`src/rtl/count_window_capture.sv`:
```
// Captures the counter run win_start..win_stop (counter order, wrap allowed) into a FWFT FIFO.
// Define WRAP_CNT_EN to add the wrap_cnt output counting counter wraps seen during capture.
module count_window_capture #(
  parameter int CNT_W      = 4,
  parameter int FIFO_DEPTH = 4,
  parameter int WRAP_W     = 8
) (
  input  logic                          clk,
  input  logic                          reset,
  input  logic [CNT_W-1:0]              cnt_in,
  input  logic                          cnt_vld,
  input  logic [CNT_W-1:0]              win_start,
  input  logic [CNT_W-1:0]              win_stop,
  input  logic                          arm,
  input  logic                          abort,
  output logic [CNT_W-1:0]              out_data,
  output logic                          out_valid,
  input  logic                          out_ready,
  output logic                          busy,
  output logic                          done,
  output logic                          overflow,
`ifdef WRAP_CNT_EN
  output logic [WRAP_W-1:0]             wrap_cnt,
`endif
  output logic [$clog2(FIFO_DEPTH):0]   fifo_level
);

  localparam int PTR_W = $clog2(FIFO_DEPTH);
  localparam int LVL_W = PTR_W + 1;

  generate
    if (FIFO_DEPTH < 2 || (FIFO_DEPTH & (FIFO_DEPTH - 1)) != 0 || WRAP_W < 1 || CNT_W < 1)
    begin : g_bad_param
      $error("count_window_capture: FIFO_DEPTH must be a power of two >= 2; widths >= 1");
    end
  endgenerate

  typedef enum logic [1:0] {
    S_IDLE,
    S_ARMED,
    S_CAPTURE,
    S_DRAIN
  } state_e;

  state_e             state_q, state_d;
  logic [PTR_W-1:0]   wr_ptr_q, wr_ptr_d;
  logic [PTR_W-1:0]   rd_ptr_q, rd_ptr_d, rd_inc;
  logic [LVL_W-1:0]   level_q, level_d;
  logic [CNT_W-1:0]   data_q, data_d;
  logic               done_q, done_d;
  logic               ovf_q, ovf_d;
  logic [CNT_W-1:0]   mem_q [FIFO_DEPTH];

  logic push_req;
  logic flush;
  logic arm_clr;
  logic pop;
  logic full;
  logic do_push;
  logic drop;

  // NOTE: every signal driven here gets a default first, so no path leaves it unassigned (no latch).
  always_comb begin
    state_d  = state_q;
    done_d   = 1'b0;
    push_req = 1'b0;
    flush    = 1'b0;
    arm_clr  = 1'b0;
    if (abort && state_q != S_IDLE) begin
      state_d = S_IDLE;
      flush   = 1'b1;
    end else begin
      unique case (state_q)
        S_IDLE: begin
          if (arm && !abort) begin
            state_d = S_ARMED;
            arm_clr = 1'b1;
          end
        end
        S_ARMED: begin
          if (cnt_vld && cnt_in == win_start) begin
            push_req = 1'b1;
            state_d  = (win_start == win_stop) ? S_DRAIN : S_CAPTURE;
          end
        end
        S_CAPTURE: begin
          if (cnt_vld) begin
            push_req = 1'b1;
            if (cnt_in == win_stop) state_d = S_DRAIN;
          end
        end
        S_DRAIN: begin
          if (level_q == '0) begin
            state_d = S_IDLE;
            done_d  = 1'b1;
          end
        end
        default: state_d = S_IDLE;
      endcase
    end
  end

  // A full FIFO still accepts a push when the head leaves in the same cycle.
  assign pop     = out_valid && out_ready && !flush;
  assign full    = (level_q == LVL_W'(FIFO_DEPTH));
  assign do_push = push_req && (!full || pop);
  assign drop    = push_req && full && !pop;
  assign rd_inc  = rd_ptr_q + PTR_W'(1);

  always_comb begin
    wr_ptr_d = wr_ptr_q;
    rd_ptr_d = rd_ptr_q;
    level_d  = level_q;
    data_d   = data_q;
    ovf_d    = ovf_q;
    if (flush) begin
      wr_ptr_d = '0;
      rd_ptr_d = '0;
      level_d  = '0;
      data_d   = '0;
    end else begin
      if (do_push) wr_ptr_d = wr_ptr_q + PTR_W'(1);
      if (pop)     rd_ptr_d = rd_inc;
      level_d = level_q + LVL_W'(do_push) - LVL_W'(pop);
      // Head register: a push into an (effectively) empty FIFO bypasses storage.
      if (do_push && (level_q - LVL_W'(pop)) == '0) begin
        data_d = cnt_in;
      end else if (pop && level_q > LVL_W'(1)) begin
        data_d = mem_q[rd_inc];
      end
    end
    if (arm_clr) begin
      ovf_d = 1'b0;
    end else if (drop) begin
      ovf_d = 1'b1;
    end
  end

  // NOTE: sequential state uses non-blocking assignments so all registers update from pre-edge values.
  always_ff @(posedge clk or posedge reset) begin
    if (reset) begin
      state_q  <= S_IDLE;
      wr_ptr_q <= '0;
      rd_ptr_q <= '0;
      level_q  <= '0;
      data_q   <= '0;
      done_q   <= 1'b0;
      ovf_q    <= 1'b0;
    end else begin
      state_q  <= state_d;
      wr_ptr_q <= wr_ptr_d;
      rd_ptr_q <= rd_ptr_d;
      level_q  <= level_d;
      data_q   <= data_d;
      done_q   <= done_d;
      ovf_q    <= ovf_d;
    end
  end

  // NOTE: storage is not reset; out_data comes from the reset head register, so stale entries never show.
  always_ff @(posedge clk) begin
    if (do_push) mem_q[wr_ptr_q] <= cnt_in;
  end

  assign out_data   = data_q;
  assign out_valid  = (level_q != '0);
  assign busy       = (state_q != S_IDLE);
  assign done       = done_q;
  assign overflow   = ovf_q;
  assign fifo_level = level_q;

`ifdef WRAP_CNT_EN
  logic [CNT_W-1:0]  prev_q;
  logic [WRAP_W-1:0] wrap_q, wrap_d;
  logic              in_window;
  logic              wrap_seen;

  // The sample that enters CAPTURE counts as well as every sample while capturing.
  assign in_window = !flush &&
                     ((state_q == S_CAPTURE) || (state_q == S_ARMED && state_d == S_CAPTURE));
  assign wrap_seen = cnt_vld && (cnt_in == '0) && (prev_q == '1);

  always_comb begin
    wrap_d = wrap_q;
    if (arm_clr) begin
      wrap_d = '0;
    end else if (in_window && wrap_seen && wrap_q != '1) begin
      wrap_d = wrap_q + WRAP_W'(1);
    end
  end

  always_ff @(posedge clk or posedge reset) begin
    if (reset) begin
      prev_q <= '0;
      wrap_q <= '0;
    end else begin
      if (cnt_vld) prev_q <= cnt_in;
      wrap_q <= wrap_d;
    end
  end

  assign wrap_cnt = wrap_q;
`endif

endmodule

```
`config.mk`:
```
export PLATFORM = sky130hd
export DESIGN_NAME = count_window_capture
export DESIGN_NICKNAME = d
export VERILOG_FILES = /design/src/rtl/count_window_capture.sv
export SDC_FILE = /design/constraint.sdc
export NUM_CORES = 1
export LEC_CHECK = 0
export BUFFER_PORTS_ARGS = -buffer_cell sky130_fd_sc_hd__buf_2
export CAP_MARGIN = 20
export CORE_MARGIN = 2
export CORE_UTILIZATION = 40
export CTS_BUF_LIST = sky130_fd_sc_hd__clkbuf_4
export CTS_CLUSTER_DIAMETER = 120
export DETAILED_ROUTE_END_ITERATION = 10
export GPL_TIMING_DRIVEN = 0
export MAX_ROUTING_LAYER = met4
export SLEW_MARGIN = 20
export SYNTH_ARGS = -nofsm -noshare
export SYNTH_HDL_FRONTEND = slang
export SYNTH_SLANG_ARGS = --single-unit
```
`constraint.sdc`:
```
create_clock -name clk -period 3.2 [get_ports clk]
set_clock_uncertainty 0.2 [all_clocks]
set_input_delay 0.16 -clock clk [delete_from_list [all_inputs] [get_ports clk]]
set_output_delay 0.16 -clock clk [all_outputs]
set_load 0.01 [all_outputs]
```
Word level (Yosys, flattened, before mapping)
Memories as Yosys holds them, arrays and structs flattened.
Index checks and enable logic that the tools add are counted.
{"block": "classes", "add_sub_neg": 5, "magnitude_cmp": 1, "eq_ne": 12, "mux": 31, "reduce_logical": 25}
{"op": "two-way mux 2 bit", "n": 10}
{"op": "two-way mux 1 bit", "n": 15}
{"op": "!= test 3 bit (second input constant)", "n": 5}
{"op": "equality test 4 bit", "n": 3}
{"op": "two-way mux 4 bit", "n": 3}
{"op": "logical AND 1 bit", "n": 10}
{"op": "one-hot mux 2 bit (4 select lines)", "n": 1}
{"op": "nonzero test 2 bit", "n": 4}
{"op": "zero test 3 bit", "n": 2}
{"op": "nonzero test 3 bit", "n": 2}
{"op": "subtractor 3 x 1 -> 3 bit", "n": 2}
{"op": "AND reduction 5 bit", "n": 1}
{"op": "adder 2 x 1 -> 2 bit (second input constant)", "n": 2}
{"op": "equality test 2 bit (second input constant)", "n": 2}
{"op": "zero test 1 bit", "n": 4}
{"op": "adder 3 x 1 -> 3 bit", "n": 1}
{"op": "equality test 3 bit (second input constant)", "n": 1}
{"op": "> comparator 3 x 1 -> 1 bit (second input constant)", "n": 1}
{"op": "two-way mux 3 bit", "n": 1}
{"op": "equality test 2 x 1 -> 1 bit (second input constant)", "n": 1}
{"op": "zero test 2 bit", "n": 1}
{"op": "one-hot mux 1 bit (2 select lines)", "n": 1}
{"op": "logical OR 1 bit", "n": 1}
{"block": "totals", "register_bits": 15, "ramBits": 16, "input_bits": 18, "output_inout_bits": 11, "word_cells": 82, "memories": 1}
{"name": "mem_q", "depth": 4, "word_bits": 4, "rd": 1, "rd_ports_with_merged_regs": 0, "wr": 1, "line_no": "52", "rtl": "logic [CNT_W-1:0] mem_q [FIFO_DEPTH];"}

Depth between registers and ports, before layout
Gate-level depths: netlist of run 1.
{"block": "logic_depth", "word_depth": 10, "depth_mapped": 15, "depth_no_buf": 14}

Worst setup path after synthesis of run 1
OpenSTA, ideal clock, no wires.
{"block": "synth_path", "path_type": "register -> register", "from": "reg state_q[0]", "to": "reg level_q[2] (netlist: fifo_level[2])", "setup_time_ns": 0.132, "t_arrival_ns": 2.567, "t_required_ns": 2.868, "setup_slack_ns": 0.301, "path_stages_with_launch": 16, "n_path_buf": 1, "period_less_slack_ns": 2.899, "cell_sequence": "dfrtp_1 -> inv_1 -> ha_1 -> nand2b_2 -> nand4_1 -> o21ai_2 -> and2_1 -> clkbuf_1 -> inv_1 -> ha_1 -> inv_1 -> ha_1 -> inv_1 -> fa_1 -> xnor2_1 -> nor2_1"}
{"block": "synth_via", "elab_chain_len": 10, "elab_cells_between_ends": 14, "cone_classes": "2 x add/sub; 2 x eq/ne; 4 x mux; 6 x reduce/logical"}
{"element": "start, declared", "line_no": "45", "rtl": "state_e state_q, state_d;"}
{"element": "start signal, assigned", "line_no": "150", "rtl": "state_q <= state_d;"}
{"element": "nonzero test 2 bit", "line_no": "69", "rtl": "if (abort && state_q != S_IDLE) begin"}
{"element": "logical AND 1 bit", "line_no": "69"}
{"element": "two-way mux 1 bit", "line_no": "69"}
{"element": "zero test 1 bit", "line_no": "104", "rtl": "assign pop = out_valid && out_ready && !flush;"}
{"element": "logical AND 1 bit", "line_no": "104"}
{"element": "logical OR 1 bit", "line_no": "106", "rtl": "assign do_push = push_req && (!full || pop);"}
{"element": "logical AND 1 bit", "line_no": "106"}
{"element": "adder 3 x 1 -> 3 bit", "line_no": "124", "rtl": "level_d = level_q + LVL_W'(do_push) - LVL_W'(pop);"}
{"element": "subtractor 3 x 1 -> 3 bit", "line_no": "124"}
{"element": "two-way mux 3 bit *", "line_no": "116", "rtl": "if (flush) begin"}
{"element": "net level_d[2]", "line_no": "48", "rtl": "logic [LVL_W-1:0] level_q, level_d;"}
{"element": "end signal, assigned", "line_no": "153", "rtl": "level_q <= level_d;"}
{"element": "end, declared", "line_no": "48"}
The timed path passes the listed nets; every way through them passes the cells marked *.
A chain may end at the register's enable or synchronous reset.

Final worst setup path of run 1
{"block": "layout_path", "from": "reg state_q[1]", "to": "reg level_q[2] (netlist: fifo_level[2])"}
Same word-level chain as after synthesis.

==> run metrics, run 1 <==
Overall Power 1.613 mW; most frequent cells in the layout buf_2 (29), edfxtp_1 (16), dfrtp_1 (15), inv_1 (14), ha_1 (13); drc violations 0; I/O Buffers 28; die area 0.005054 mm2; clk_lat worst skew 330 ps; Num CTS Buffers 5; worst hold path class in -> reg; CTS tree done; largest area contributor in the netlist edfxtp_1; Avg WL per Cell 15.30 um; static leakage 0.9361 nW; type of origin of the critical path register; antenna violations before repair 0; setup TNS 0 ps; status finished clean; synth-to-layout area growth 20.57%; grt ovf 0; Worst Hold Slack about 25 ps; diode count 0; Initial DRT Pass Iterations 4; min cycle time layout 2980 ps; Seq/Total Area, Yosys 0.4753; number of global-route vias before repair approximately 1,500; # setup viols final 0; Reg clk slew, reported paths 90 ps; Avg Cell Area, Syn 11.40 um2; first-pass GRT wire length 6.582 mm; Yosys reg bits 31; final max-slew violation count 0; Vias/cell 5.311; dpl hpwl a little under 3 mm; Distinct cells, synth 36; worst endpoint required time 3200 ps; Worst Tran Pin Value around 570 ps; Slowest cell on crit path dfrtp_1; DRT iter0 DRCs 79; final wirelength 3.886 mm; DP Worst Slack -49.45 ps; commonest non-fill, non-tap cell in the layout buf_2; most frequent CP cell inv_1; clk buf depth 2; Crit Path Category reg -> reg; Row Count 24; Mapped Cells 158; CP max stage delay 440 ps; period utilisation layout 0.9314; area of the multi-input gates about 860 um2; # IOs 29; Clock Sinks 31; Post-Syn Area 0.001800 mm2; final hold vios 0; Synth top area share 0.2669; Die Height between 70 and 80 um; CP endpoint kind register; maximum fanout along the worst path 7; GPL Wtd Cong 0.8647; Overall Global Routing Usage 0.1750; peak supply drop 0.2846 mV; Storage cell area between 800 and 900 um2; PwrDens about 740 mW/mm2; Syn Nets 191; via count 1,349; max_cap viols 0; share of post-route cells with drive strength above 1 0.2624; critical-path cell list inv_1 -> ha_2 -> nand2b_2 -> nand4_1 -> o21ai_2 -> and2_4 -> inv_1 -> ha_1 -> inv_1 -> ha_1 -> inv_1 -> fa_1 -> xnor2_1 -> nor2_1; Area contributors post-synth edfxtp_1 (27%), dfrtp_1 (21%), ha_1 (9.7%); Ys Warns 0; Root Buffer clkbuf_4; Max Fclk 335.5 MHz; H-tree depth 2; die width about 71 um; largest net degree at the start of global routing 16; nets@finish about 230; post-route setup slack 219.6 ps; WP data arrival between 2000 and 3000 ps; RSZ-0062 raised after global routing false; Post-DRT Antenna Nets 0; Core ar. 0.004354 mm2; final core occ 0.4986; initial core utilization 0.4135; # fillers 399; max_slew headroom 0.6203
==> metrics by stage <==
| step | instances | area (um2) |
|---|---|---|
| 2_1_floorplan | 158 | 1800 |
| 3_3_place_gp | 238 | 2006 |
| 3_5_place_dp | 238 | 2006 |
| 4_1_cts | 253 | 2158 |
| 5_1_grt | 254 | 2171 |
| 6_report | 254 | 2171 |
==> worst max-delay path: cells and delay by family (launching register included) <==
| kind | cells | cell delay (ps) |
|---|---|---|
| xor gates and xnor gates | 1 | 150 |
| buffers and inverters | 4 | 300 |
| adders and majority gates | 4 | 1000 |
| AOI/OAI and AO/OA | 1 | 190 |
| and+or+nand+nor | 4 | 580 |
| DFF | 1 | 440 |
==> synth_stat cells <==
cell,number
buf_6,1
o31ai_1,2
nor2b_1,2
nand2_1,10
nand3_1,6
a41oi_1,1
and2_1,3
o2111a_1,1
edfxtp_1,16
a31oi_1,5
inv_1,15
a32o_1,1
mux2_2,4
mux4_2,4
o21ai_0,3
fa_1,1
xor2_1,3
buf_4,1
o21ai_2,1
xnor2_1,10
and3_1,5
clkbuf_1,2
a211oi_1,4
nand2b_2,1
a21oi_1,1
o21ai_1,1
nand4_1,5
nand2b_1,2
a2111oi_0,1
o311ai_0,2
dfrtp_1,15
ha_1,14
nor2_1,12
buf_2,1
a21oi_2,1
a221o_1,1
==> area by class of cell <==
cell class / count / area share
clock buffer: 5 / 0.01729
inverter: 15 / 0.02594
multi-input combinational: 107 / 0.3971
clock inverter: 3 / 0.01787
timing repair buffer: 37 / 0.1049
sequential: 31 / 0.3942
tap: 52 / 0.02997
buffer: 4 / 0.01268
==> where the power goes <==
group | switching [mW] | leakage [nW] | internal [mW]
Clock | 0.133 | 0.0426 | 0.161
Combinational | 0.410 | 0.553 | 0.334
Sequential | 0.0808 | 0.340 | 0.495
Total | 0.624 | 0.936 | 0.989
==> registers in the layout, summed over array words and instances, names as in the netlist <==
signal / cells
mem_q: 16
done: 1
overflow: 1
out_data: 4
fifo_level: 3
wr_ptr_q: 2
rd_ptr_q: 2
state_q: 2
==> per-layer routing <==
metal  wire length, um  vias up  GRT usage
li1                  -      658          -
met1              1715      640     0.2007
met2              1922       41     0.2908
met3               151       10    0.03276
met4                97        0    0.09224
met5                 0        -          -
==> final timing paths <==
| check | slack [ps] | startpoint | cells after the start | end |
|---|---|---|---|---|
| max | 220 | state_q[1] | 14 | fifo_level[2] |
| min | 20 | out_ready | 4 | rd_ptr_q[0] |
| max reg2reg | 220 | state_q[1] | 14 | fifo_level[2] |
| min reg2reg | 400 | wr_ptr_q[0] | 2 | wr_ptr_q[0] |
| max in group asynchronous | 2200 | reset | 3 | out_data[0] |
| min in group asynchronous | 220 | reset | 3 | fifo_level[1] |
==> timing repair <==
action                     in CTS  in global routing
gates resized for setup         0                  4
hold buffers                    8                  0
pin swaps                       0                  1
setup endpoints to repair       2                  2
gates cloned                    0                  0
buffers inserted                0                  1
hold endpoints to repair       33                  0
==> logic make-up (layout without fill, tap and decap cells) <==
group	after synthesis	after routing	synth area share
AND/OR/NAND/NOR	46	46	0.1265
flip-flops	31	31	0.4753
AO/OA/AOI/OAI	25	25	0.1028
buffers and inverters	20	64	0.04864
adder cells (fa/ha/maj)	15	15	0.1084
XOR/XNOR	13	13	0.06324
multiplexers	8	8	0.07505
(Power assumes the default switching activity.)
==> run 2, diff against run 1 <==
--- a/config.mk
+++ b/config.mk
@@ -5,7 +5,7 @@
 export SDC_FILE = /design/constraint.sdc
 export NUM_CORES = 1
 export LEC_CHECK = 0
-export BUFFER_PORTS_ARGS = -buffer_cell sky130_fd_sc_hd__buf_2
+export BUFFER_PORTS_ARGS = -buffer_cell sky130_fd_sc_hd__clkbuf_2
 export CAP_MARGIN = 20
 export CORE_MARGIN = 2
 export CORE_UTILIZATION = 40
==> run metrics, run 2 (synthesized netlist as in run 1, its figures left out) <==
status finished clean (unchanged); clk buf depth 2 (unchanged); Comb pwr share 0.455 (was 0.461); Worst Tran Pin Value 567.0 ps (was 568.9 ps); number of global-route vias before repair 1,357 (was 1,451); most frequent cells in the layout clkbuf_2 (28), edfxtp_1 (16), dfrtp_1 (14), inv_1 (13), ha_1 (13) (was buf_2 (29), edfxtp_1 (16), dfrtp_1 (15), inv_1 (14), ha_1 (13)); CTS tree done (unchanged); final wirelength 3.558 mm (was 3.886 mm); static leakage 0.9335 nW (was 0.9361 nW); commonest non-fill, non-tap cell in the layout clkbuf_2 (was buf_2); nets@finish 234 (unchanged); Row Count 24 (unchanged); critical-path cell list inv_2 -> ha_2 -> nand2b_2 -> nand4_1 -> o21ai_2 -> and2_4 -> inv_1 -> ha_1 -> inv_1 -> ha_1 -> inv_1 -> fa_1 -> xnor2_1 -> nor2_1 (was inv_1 -> ha_2 -> nand2b_2 -> nand4_1 -> o21ai_2 -> and2_4 -> inv_1 -> ha_1 -> inv_1 -> ha_1 -> inv_1 -> fa_1 -> xnor2_1 -> nor2_1); setup TNS 0 ps (unchanged); max_slew headroom 0.6216 (was 0.6203); die area 0.005054 mm2 (unchanged); first-pass GRT wire length 5.989 mm (was 6.582 mm); Reg clk slew, reported paths 90 ps (about the same); CP max stage delay 460 ps (was 440 ps); diode count 0 (unchanged); drc violations 0 (unchanged); clock share of power 0.183 (was 0.182); clk_lat worst skew 330 ps (about the same); Root Buffer clkbuf_4 (unchanged); maximum fanout along the worst path 7 (unchanged); # fillers 390 (was 399); worst hold path class in -> reg (unchanged); share of post-route cells with drive strength above 1 0.2673 (was 0.2624); NetSw 0.6072 mW (was 0.6240 mW); most frequent CP cell inv_1 (unchanged); synth-to-layout area growth 20.78% (was 20.57%); most flop-heavy register mem_q (unchanged); PwrDens 732.3 mW/mm2 (was 743.2 mW/mm2); Worst Hold Slack 165.7 ps (was 24.85 ps); fin area 0.002175 mm2 (was 0.002171 mm2); Num CTS Buffers 5 (unchanged); DP Area 0.002006 mm2 (unchanged); WP data arrival 2990 ps (was 2980 ps); # IOs 29 (unchanged); CP endpoint kind register (unchanged); Finished Layout Cells 254 (unchanged); Vias/cell 5.323 (was 5.311); min cycle time layout 2991 ps (was 2980 ps); # setup viols final 0 (unchanged); Largest register FFs 16 (unchanged); final core occ 0.4994 (was 0.4986); grt ovf 0 (unchanged); area of the multi-input gates 862.1 um2 (unchanged); antenna violations before repair 0 (unchanged); H-tree depth 2 (unchanged); Post-CTS Setup Bufs 0 (unchanged); Overall Global Routing Usage 0.1605 (was 0.1750); Max Fclk 334.3 MHz (was 335.5 MHz); Core ar. 0.004354 mm2 (unchanged); Post-DRT Antenna Nets 0 (unchanged); Int Pwr 0.9851 mW (was 0.9894 mW); Storage cell area 857.1 um2 (was 855.8 um2); worst endpoint required time 3200 ps (about the same); die width 71.09 um (unchanged); Initial DRT Pass Iterations 4 (unchanged); RSZ-0062 raised after global routing false (unchanged); largest net degree at the start of global routing 16 (unchanged); Avg WL per Cell 14.01 um (was 15.30 um); final max-slew violation count 0 (unchanged); GPL Wtd Cong 0.8650 (was 0.8647); sw frac 0.3813 (was 0.3868); Cells after DPL 238 (unchanged); via count 1,352 (was 1,349); Clock Sinks 31 (unchanged); DRT iter0 DRCs 52 (was 79); Crit Path Category reg -> reg (unchanged); Sequential Power Share 0.362 (was 0.357); type of origin of the critical path register (unchanged); dpl hpwl 2.764 mm (was 2.934 mm); Slowest cell on crit path dfrtp_1 (unchanged); period utilisation layout 0.9347 (was 0.9314); max_cap viols 0 (unchanged); initial core utilization 0.4135 (unchanged); Die Height 71.09 um (unchanged); I/O Buffers 28 (unchanged); peak supply drop 0.3144 mV (was 0.2846 mV); final hold vios 0 (unchanged)
==> run 2: cell count changes in the layout (fill, tap and decap cells not counted) <==
cell	before	now
inv_2	1	2
dfrtp_2	0	1
inv_1	14	13
dfrtp_1	15	14
buf_2	29	1
dlygate4sd3_1	8	9
clkbuf_2	0	28
buf_4	2	1
==> run 2: metal layers <==
| layer | track usage | vias to the layer above | share of wire |
|---|---|---|---|
| li1 | - | 655 | - |
| met1 | 0.1853 | 636 | 0.43 |
| met2 | 0.2544 | 48 | 0.48 |
| met3 | 0.03846 | 13 | 0.049 |
| met4 | 0.09434 | 0 | 0.040 |
| met5 | - | - | 0 |
==> run 2: cell type report <==
type	count	share of cell area
buffer	4	0.01266
clock buffer	5	0.01726
clock inverter	3	0.01784
inverter	15	0.02589
multi-input combinational	107	0.3964
sequential	31	0.3941
tap	52	0.02992
timing repair buffer	37	0.1059
==> run 2: power by group through the flow <==
| stage | sequential, mW | combinational [mW] | clock [mW] |
|---|---|---|---|
| 2_1_floorplan | 0.581 | 0.511 | 0 |
| 3_3_place_gp | 0.580 | 0.688 | 0 |
| 3_5_place_dp | 0.581 | 0.711 | 0 |
| 4_1_cts | 0.574 | 0.720 | 0.298 |
| 5_1_grt | 0.590 | 0.815 | 0.324 |
| 6_report | 0.577 | 0.725 | 0.291 |
==> run 2: critical path, delay by kind of cell, from the launching register on <==
family | cells | cell delay, ps
flops | 1 | 460
fa+ha+maj | 4 | 960
buf+inv | 4 | 250
simple gates | 4 | 600
compound gates | 1 | 230
xor+xnor | 1 | 140
==> run 2: final timing paths <==
check                             from       endpoint  slack, ps  depth (start not counted)
setup reg to reg            state_q[1]  fifo_level[2]        210                         14
hold / removal                 cnt_vld     state_q[1]        170                          5
max in group asynchronous        reset     state_q[0]       2190                          3
min in group asynchronous        reset  fifo_level[1]        200                          3
hold reg to reg            wr_ptr_q[0]    wr_ptr_q[0]        390                          2
setup / recovery            state_q[1]  fifo_level[2]        210                         14
==> run 2: timing repair <==
action,4_1_cts,5_1_grt
gates resized for setup,0,6
hold buffers,9,0
hold endpoints to repair,34,0
setup endpoints to repair,1,2
pin swaps,0,1
==> run 2: per-stage QoR <==
step | total power, mW | setup WS [ps]
5_1_grt | 1.729 | 6.805
4_1_cts | 1.592 | 45.41
2_1_floorplan | 1.092 | 301.0
6_report | 1.592 | 209.0
3_5_place_dp | 1.292 | -36.77
3_3_place_gp | 1.268 | -44.80
==> run 3, diff against run 2 <==
--- a/config.mk
+++ b/config.mk
@@ -7,7 +7,6 @@
 export LEC_CHECK = 0
 export BUFFER_PORTS_ARGS = -buffer_cell sky130_fd_sc_hd__clkbuf_2
 export CAP_MARGIN = 20
-export CORE_MARGIN = 2
 export CORE_UTILIZATION = 40
 export CTS_BUF_LIST = sky130_fd_sc_hd__clkbuf_4
 export CTS_CLUSTER_DIAMETER = 120
==> run metrics, run 3 (synthesized netlist as in run 1, its figures left out) <==
RR Endpoint fifo_level[2] (unchanged); Avg WL per Cell 14.75 um (was 14.01 um); WP data arrival 3010 ps (was 2990 ps); Overall Global Routing Usage 0.1741 (was 0.1605); peak supply drop 0.3007 mV (was 0.3144 mV); die width 69.09 um (was 71.09 um); min cycle time layout 3017 ps (was 2991 ps); max_slew headroom 0.6084 (was 0.6216); max_cap viols 0 (unchanged); most flop-heavy register mem_q (unchanged); Worst R2R Path Depth 14 (unchanged); DP Worst Slack -82.61 ps (was -36.77 ps); HP Start out_ready (was cnt_vld); I/O Buffers 28 (unchanged); Initial DRT Pass Iterations 4 (unchanged); r2r setup slk 180 ps (was 210 ps); Worst Hold Slack 30.24 ps (was 165.7 ps); # IOs 29 (unchanged); # fillers 395 (was 390); status finished clean (unchanged); drc violations 0 (unchanged); CTS tree done (unchanged); period utilisation layout 0.9428 (was 0.9347); fin area 0.002152 mm2 (was 0.002175 mm2); number of global-route vias before repair 1,367 (was 1,357); H-tree depth 2 (unchanged); die area 0.004773 mm2 (was 0.005054 mm2); final wirelength 3.747 mm (was 3.558 mm); Row Count 24 (unchanged); share of post-route cells with drive strength above 1 0.2673 (unchanged); Vias/cell 5.268 (was 5.323); FF-to-FF Start state_q[1] (unchanged); via count 1,338 (was 1,352); Post-DRT Antenna Nets 0 (unchanged); dpl hpwl 2.905 mm (was 2.764 mm); Crit Path Category reg -> reg (unchanged); Overall Power 1.541 mW (was 1.592 mW); nets@finish 234 (unchanged); DP Area 0.002006 mm2 (unchanged); clk buf depth 2 (unchanged); Core ar. 0.004354 mm2 (unchanged); static leakage 0.9298 nW (was 0.9335 nW); GPL Wtd Cong 0.8411 (was 0.8650); # setup viols final 0 (unchanged); DRT iter0 DRCs 51 (was 52); Worst Tran Pin Value 586.7 ps (was 567.0 ps); PwrDens 715.8 mW/mm2 (was 732.3 mW/mm2); Largest register FFs 16 (unchanged); clk_lat worst skew 320 ps (was 330 ps); most frequent cells in the layout clkbuf_2 (28), edfxtp_1 (16), dfrtp_1 (15), inv_1 (14), ha_1 (13) (was clkbuf_2 (28), edfxtp_1 (16), dfrtp_1 (14), inv_1 (13), ha_1 (13)); Reg clk slew, reported paths 100 ps (was 90 ps); post-route setup slack 183.0 ps (was 209.0 ps); Max Fclk 331.5 MHz (was 334.3 MHz); worst endpoint required time 3200 ps (about the same); Clock Sinks 31 (unchanged); grt ovf 0 (unchanged); Root Buffer clkbuf_4 (unchanged); synth-to-layout area growth 19.53% (was 20.78%); final core occ 0.4943 (was 0.4994); depth of the worst hold-timing path 4 (was 5); worst hold path class in -> reg (unchanged); antenna violations before repair 0 (unchanged); diode count 0 (unchanged); commonest non-fill, non-tap cell in the layout clkbuf_2 (unchanged); type of origin of the critical path register (unchanged); final max-slew violation count 0 (unchanged); CP endpoint kind register (unchanged); final hold vios 0 (unchanged); maximum fanout along the worst path 7 (unchanged); Die Height 69.09 um (was 71.09 um); largest net degree at the start of global routing 16 (unchanged); hold endpoint rd_ptr_q[1] (was state_q[1]); Num CTS Buffers 5 (unchanged); first-pass GRT wire length 6.292 mm (was 5.989 mm); initial core utilization 0.4135 (unchanged)
-- run 3: cell types whose count changed in the layout (fill, tap and decap cells not counted) --
| cell | before | now |
|---|---|---|
| buf_4 | 1 | 2 |
| bufinv_16 | 1 | 0 |
| clkinv_1 | 1 | 0 |
| inv_1 | 13 | 14 |
| dfrtp_1 | 14 | 15 |
| clkbuf_4 | 5 | 7 |
| inv_2 | 2 | 1 |
| dfrtp_2 | 1 | 0 |
| dlygate4sd3_1 | 9 | 8 |
-- run 3: stage by stage --
stage,instances,TNS [ps]
2_1_floorplan,158,0
3_3_place_gp,238,-63.87
3_5_place_dp,238,-101.0
4_1_cts,253,0
5_1_grt,254,-8.517
6_report,254,0
-- run 3: layer usage --
metal	GRT usage	wire (um)	part of all wire
met4	0.08163	92	0.025
met5	-	0	0
met2	0.2859	1863	0.50
met3	0.03363	108	0.029
met1	0.2059	1683	0.45
-- run 3: final cells by class --
type | instances | area (um2) | share of cell area
multi-input cells | 107 | 862.1 | 0.4006
inverters | 15 | 56.30 | 0.02616
plain buffers | 4 | 27.53 | 0.01279
clock buffers | 7 | 52.55 | 0.02442
well taps | 52 | 65.06 | 0.03023
repair buffers | 37 | 227.7 | 0.1058
flip-flops and latches | 31 | 855.8 | 0.3977
clock inverters | 1 | 5.005 | 0.002326
-- run 3: power breakdown --
part / switching (mW) / total [mW] / internal [mW] / leakage, nW
sequential: 0.0802 / 0.575 / 0.495 / 0.340
combinational: 0.407 / 0.739 / 0.331 / 0.553
clock: 0.124 / 0.226 / 0.102 / 0.0361
-- run 3: how the worst max path moves through the flow --
stage	from	end	slack, ps	cells past startpoint
finish	state_q[1]	fifo_level[2]	180	14
global route	state_q[1]	fifo_level[2]	-9	14
CTS	state_q[0]	fifo_level[2]	0.3	14
detailed placement	state_q[0]	fifo_level[2]	-80	15
global placement	state_q[0]	fifo_level[2]	-60	15
floorplan	state_q[0]	fifo_level[2]	300	15
-- run 3: worst max-delay path, cell delays in order, from the launching register on --
cell      delay [ps]
dfrtp_1          450
inv_1            150
ha_2             240
nand2b_2         200
nand4_1          130
o21ai_2          180
and2_4           210
inv_1             50
ha_1             270
inv_1             60
ha_1             130
inv_1             50
fa_1             370
xnor2_1          140
nor2_1            60
-- run 3: timing repair --
action,CTS,global route
setup buffers,0,1
endpoints found under the hold margin,33,0
hold buffers,8,0
gates resized for setup,0,4
pin swaps,0,1
endpoints found under the setup margin,2,2
